<file path="src/rtl/sipo_pack.sv">
`default_nettype none
// ============================================================================
//  Module   : sipo_pack
//  Brief    : Serial-to-parallel packer of complex samples into PE_NUM-lane
//             frames, with flush of partial frames and a double-buffered output.
//  Revision : 1.0
// ============================================================================
module sipo_pack #(
   parameter int PE_NUM     = 8,
   parameter int DATA_WIDTH = 16
) (
   input  logic                             clk,
   input  logic                             rst,
   input  logic                             s_in_v,
   input  logic [2*DATA_WIDTH-1:0]          s_in,
   output logic                             s_in_rdy,
   input  logic                             flush,
   output logic                             p_out_v,
   output logic [PE_NUM*2*DATA_WIDTH-1:0]   p_out,
   input  logic                             p_out_rdy,
   output logic                             p_out_partial,
   output logic [$clog2(PE_NUM+1)-1:0]      fill_cnt
);

   localparam int SW = 2 * DATA_WIDTH;
   localparam int CW = $clog2(PE_NUM + 1);
   localparam logic [CW-1:0] C_LAST_CNT = CW'(PE_NUM - 1);
   localparam logic [CW-1:0] C_FULL_CNT = CW'(PE_NUM);

   typedef enum logic [0:0] {
      S_FILL = 1'b0,
      S_WAIT = 1'b1
   } state_t;

   state_t                      state_q;
   logic [PE_NUM-1:0][SW-1:0]   bank_q;
   logic                        bank_partial_q;
   logic [CW-1:0]               fill_cnt_q;
   logic [PE_NUM-1:0][SW-1:0]   hold_q;
   logic                        p_out_v_q;
   logic                        partial_q;

   logic [PE_NUM-1:0][SW-1:0]   frame_d;
   logic                        accept;
   logic                        consume;
   logic                        holder_free;
   logic                        full_close;
   logic                        flush_close;
   logic                        close;

   assign s_in_rdy      = (state_q == S_FILL) && rst;
   assign p_out_v       = p_out_v_q;
   assign p_out         = hold_q;
   assign p_out_partial = partial_q;
   assign fill_cnt      = fill_cnt_q;

   // frame_d is the bank as it would look after this edge's accept, with every
   // lane at or above the write position forced to zero.
   always_comb begin
      accept      = s_in_v && s_in_rdy;
      consume     = p_out_v_q && p_out_rdy;
      holder_free = !p_out_v_q || p_out_rdy;
      full_close  = accept && (fill_cnt_q == C_LAST_CNT);
      flush_close = flush && ((fill_cnt_q != '0) || accept) && !full_close;
      close       = (state_q == S_FILL) && (full_close || flush_close);
      frame_d     = '0;
      for (int j = 0; j < PE_NUM; j++) begin
         if (CW'(j) < fill_cnt_q)
            frame_d[j] = bank_q[j];
         else if (accept && (CW'(j) == fill_cnt_q))
            frame_d[j] = s_in;
      end
   end

   always_ff @(posedge clk) begin
      if (!rst) begin
         state_q        <= S_FILL;
         bank_q         <= '0;
         bank_partial_q <= 1'b0;
         fill_cnt_q     <= '0;
         hold_q         <= '0;
         p_out_v_q      <= 1'b0;
         partial_q      <= 1'b0;
      end else begin
         case (state_q)
            S_FILL: begin
               if (close) begin
                  if (holder_free) begin
                     hold_q     <= frame_d;
                     partial_q  <= flush_close;
                     p_out_v_q  <= 1'b1;
                     fill_cnt_q <= '0;
                  end else begin
                     // Holder busy and not draining: park the frame in the bank.
                     bank_q         <= frame_d;
                     bank_partial_q <= flush_close;
                     fill_cnt_q     <= C_FULL_CNT;
                     state_q        <= S_WAIT;
                  end
               end else begin
                  if (accept) begin
                     bank_q     <= frame_d;
                     fill_cnt_q <= fill_cnt_q + CW'(1);
                  end
                  if (consume)
                     p_out_v_q <= 1'b0;
               end
            end
            S_WAIT: begin
               if (consume) begin
                  hold_q     <= bank_q;
                  partial_q  <= bank_partial_q;
                  fill_cnt_q <= '0;
                  state_q    <= S_FILL;
               end
            end
            default: state_q <= S_FILL;
         endcase
      end
   end

endmodule
`default_nettype wire

</file>
<file path="config.mk">
export PLATFORM = sky130hd
export DESIGN_NAME = sipo_pack
export DESIGN_NICKNAME = d
export VERILOG_FILES = /design/src/rtl/sipo_pack.sv
export SDC_FILE = /design/constraint.sdc
export NUM_CORES = 1
export LEC_CHECK = 0
export CORE_MARGIN = 2
export CORE_UTILIZATION = 40
export DETAILED_ROUTE_END_ITERATION = 6
export PLACE_DENSITY = 0.73
export SLEW_MARGIN = 10
export SYNTH_ARGS = -nofsm -noshare
export SYNTH_HDL_FRONTEND = slang
export SYNTH_SLANG_ARGS = --single-unit
</file>
<file path="constraint.sdc">
create_clock -name clk -period 6 [get_ports clk]
set_input_delay 1.5 -clock clk [delete_from_list [all_inputs] [get_ports clk]]
set_output_delay 1.5 -clock clk [all_outputs]
set_load 0.01 [all_outputs]
</file>
==> impl_metrics.toml <==
[pwr]
pwr-share-seq_pct = 44.0
power_switching_share_pct = 26.5
pwr-share-clk_pct = 40.6
p_int_w = 0.00630
switchingPower_w = 0.00227
p_comb_share_pct = 15.3
peakVddDrop_mv = 0.217
p_leak_nw = 9.63
cellPowerDensity_nw_per_um2 = 335

[floorplanning]
io_pins = 300
initial_utilization_pct = 40.4
num_rows = 83
die_h_um = 231
die_area_um2 = 53500
dieWidth_um = 231
core_area_um2 = 51200

[critical_path]
worstPathRequired_ps = 4500
r2r_setup_slack_ps = 2390
crit_chain = "clkbuf_8 -> inv_4 -> nor2_1 -> clkdlybuf4s50_1"
critPathSlowestCell = "clkdlybuf4s50_1"
path_class = "in -> out"
r2r_end = "p_out[208]$_SDFFE_PN0P_"
crit_fanout = 73
crit_path_start_kind = "primary input"
worstPathArrival_ps = 3050
slowest_delay_ps = 570
r2r_cells = 7
reg2reg_from = "fill_cnt[2]$_SDFFE_PN0P_"
critPathCaptureType = "output pin"

[synth]
ys_types = 52
yosysMostFrequentCell = "dfxtp_1"
synth.cell_area_um2 = 20700
syn-mean-instance-area_um2 = 9.42
async_flop_share_pct = 0
ys_top_cells_by_area = "dfxtp_1, a221oi_1, a22o_1, nand2_1, o211a_1"
synth.top_cell.area_share_pct = 50.3
synth_edf_count = 0
synth_common_cells = "dfxtp_1, nand2_1, nor2_1"
synth_seq_cells = 520
seq_area_frac_synth_pct = 50.3
syn_inst = 2197
yosys_warnings = 0
synth_ff_type = "dfxtp_1"
synth_nets = 2237
synth_top_area_cell = "dfxtp_1"

[timing]
final.min_clock_period_ps = 4550
hold_violations = 0
grt_setup_unrepaired = "no"
period_share_pct = 75.9
setup_tns_ps = 0
setup_violations = 0
fmax_mhz = 220
maxSlewHeadroom_pct = 19.4
final-max-slew-violation-count = 0
tightest_slew_ps = 1210
skew_ps = 17.8

[clock_tree]
cts_setup_buffers = 0
numClockSinks = 520
clk_pin_slew_ps = 60
root_buffer = "clkbuf_16"
clk-insertion-delay-late_ps = 600
cts_resized = 0
cts.hold.buffers_added = 0
htreeDepth = 2
clockBufferDepth = 3
cts_tree = "done"
cts_buffers = 53

[routing]
route.final.wire_length_um = 65100
drc = 0
drt_pre_antenna_iters = 7
ant_nets = 0
routedWlPerCell_um = 21.5
detail_route.iter0.violations = 1894
vias = 18100
viasPerCell = 5.95

[layout]
antennaDiodeCount = 0
finish.instance_area_um2 = 25600
fill_cells = 4536
drive_gt1_share_pct = 9.89
area_growth_pct = 23.6
final_nets = 2358

[grt]
grtUsageTotal_pct = 23.4
grt_first_pass_wirelength_um = 99200
grt_max_degree = 226
grt_pass1_vias = 17100
antenna_found_initial = 0
grt_overflow = 0

[run_status]
status = "completed"

[worst_hold_path]
min_from = "bank_q[30]$_SDFFE_PN0P_"
min_to = "bank_q[30]$_SDFFE_PN0P_"
hp-class = "reg -> reg"
min_path_cells = 2

[place]
finalWeightedCongestion = 0.827
port_buffers = 299
dp.final_hpwl_um = 40800
dpl-instance-area_um2 = 23700

[job]
drv.max_cap_violation_count = 0
-- kinds of logic (layout without fill, tap and decap cells) --
group                    after synthesis  count (layout)  synth area share [%]
buffers and inverters                272             431                  5.99
flip-flops                           520             520                  50.3
AND/OR/NAND/NOR                      762             762                  16.4
AO/OA/AOI/OAI                        639             639                  27.0
multiplexers                           1               1                0.0484
adder cells (fa/ha/maj)                3               3                 0.181
-- cells in the final DEF (no fill, tap or decap), types with 15 or more instances in the layout --
cell	count
buf_4	30
o21ai_0	101
o211ai_2	73
o22ai_1	32
clkbuf_16	55
clkdlybuf4s50_1	298
clkbuf_8	15
nor3_1	112
a221oi_1	147
nand2_1	293
o211ai_1	24
a22o_1	129
nand3_1	117
nor3b_1	37
o211a_1	96
dfxtp_1	520
nor2_1	170
-- area by class of cell --
type	count	area (um^2)	share of cell area, %
Clock buffer	78	1600	6.27
Multi-Input combinational cell	1405	9120	35.7
Timing Repair Buffer	334	3320	13.0
Tap cell	680	851	3.33
Inverter	4	17.5	0.0685
Clock inverter	15	238	0.930
Sequential cell	520	10400	40.7
-- worst max-delay path by stage --
stage / start / to
4_1_cts: rst / s_in_rdy
2_1_floorplan: rst / s_in_rdy
3_3_place_gp: s_in_v / p_out[208]$_SDFFE_PN0P_
6_report: rst / s_in_rdy
3_5_place_dp: s_in_v / p_out[192]$_SDFFE_PN0P_
5_1_grt: rst / s_in_rdy
-- flip-flops by register name, indices dropped and copies added (netlist names) --
register        count
bank_partial_q      1
bank_q            256
state_q             1
p_out             256
fill_cnt            4
p_out_v             1
p_out_partial       1
-- routing by layer --
layer	global-route usage, %	share of wire [%]	routed length (um)
met2	38.3	48	31000
met1	30.1	42	27300
met4	12.0	4.7	3030
met5	0	0	0
met3	3.09	5.8	3780
-- power by group through the flow --
stage / clock network (W) / registers (W) / logic [W]
CTS: 0.00354 / 0.00377 / 0.00131
global placement: 0 / 0.00384 / 0.00128
detailed placement: 0 / 0.00385 / 0.00131
finish: 0.00348 / 0.00377 / 0.00131
floorplan: 0 / 0.00389 / 0.000662
global route: 0.00366 / 0.00379 / 0.00141
-- worst max-delay path: cells and delay by family --
family,cells,cell delay (ps)
buf+inv,3,1280
simple gates,1,230
-- stage by stage --
stage / util (%) / setup slack, ps / instances / hold WS (ps) / power, W
floorplan: - / 2580 / 2197 / 436 / 0.00455
global placement: 46.3 / 1390 / 2943 / 445 / 0.00513
detailed placement: 46.3 / 1260 / 2943 / 450 / 0.00516
CTS: 49.9 / 1460 / 3036 / 460 / 0.00862
global route: 49.9 / 1360 / 3036 / 479 / 0.00886
finish: 49.9 / 1450 / 3036 / 458 / 0.00857
Note: power is estimated with default switching activity, not from simulation.
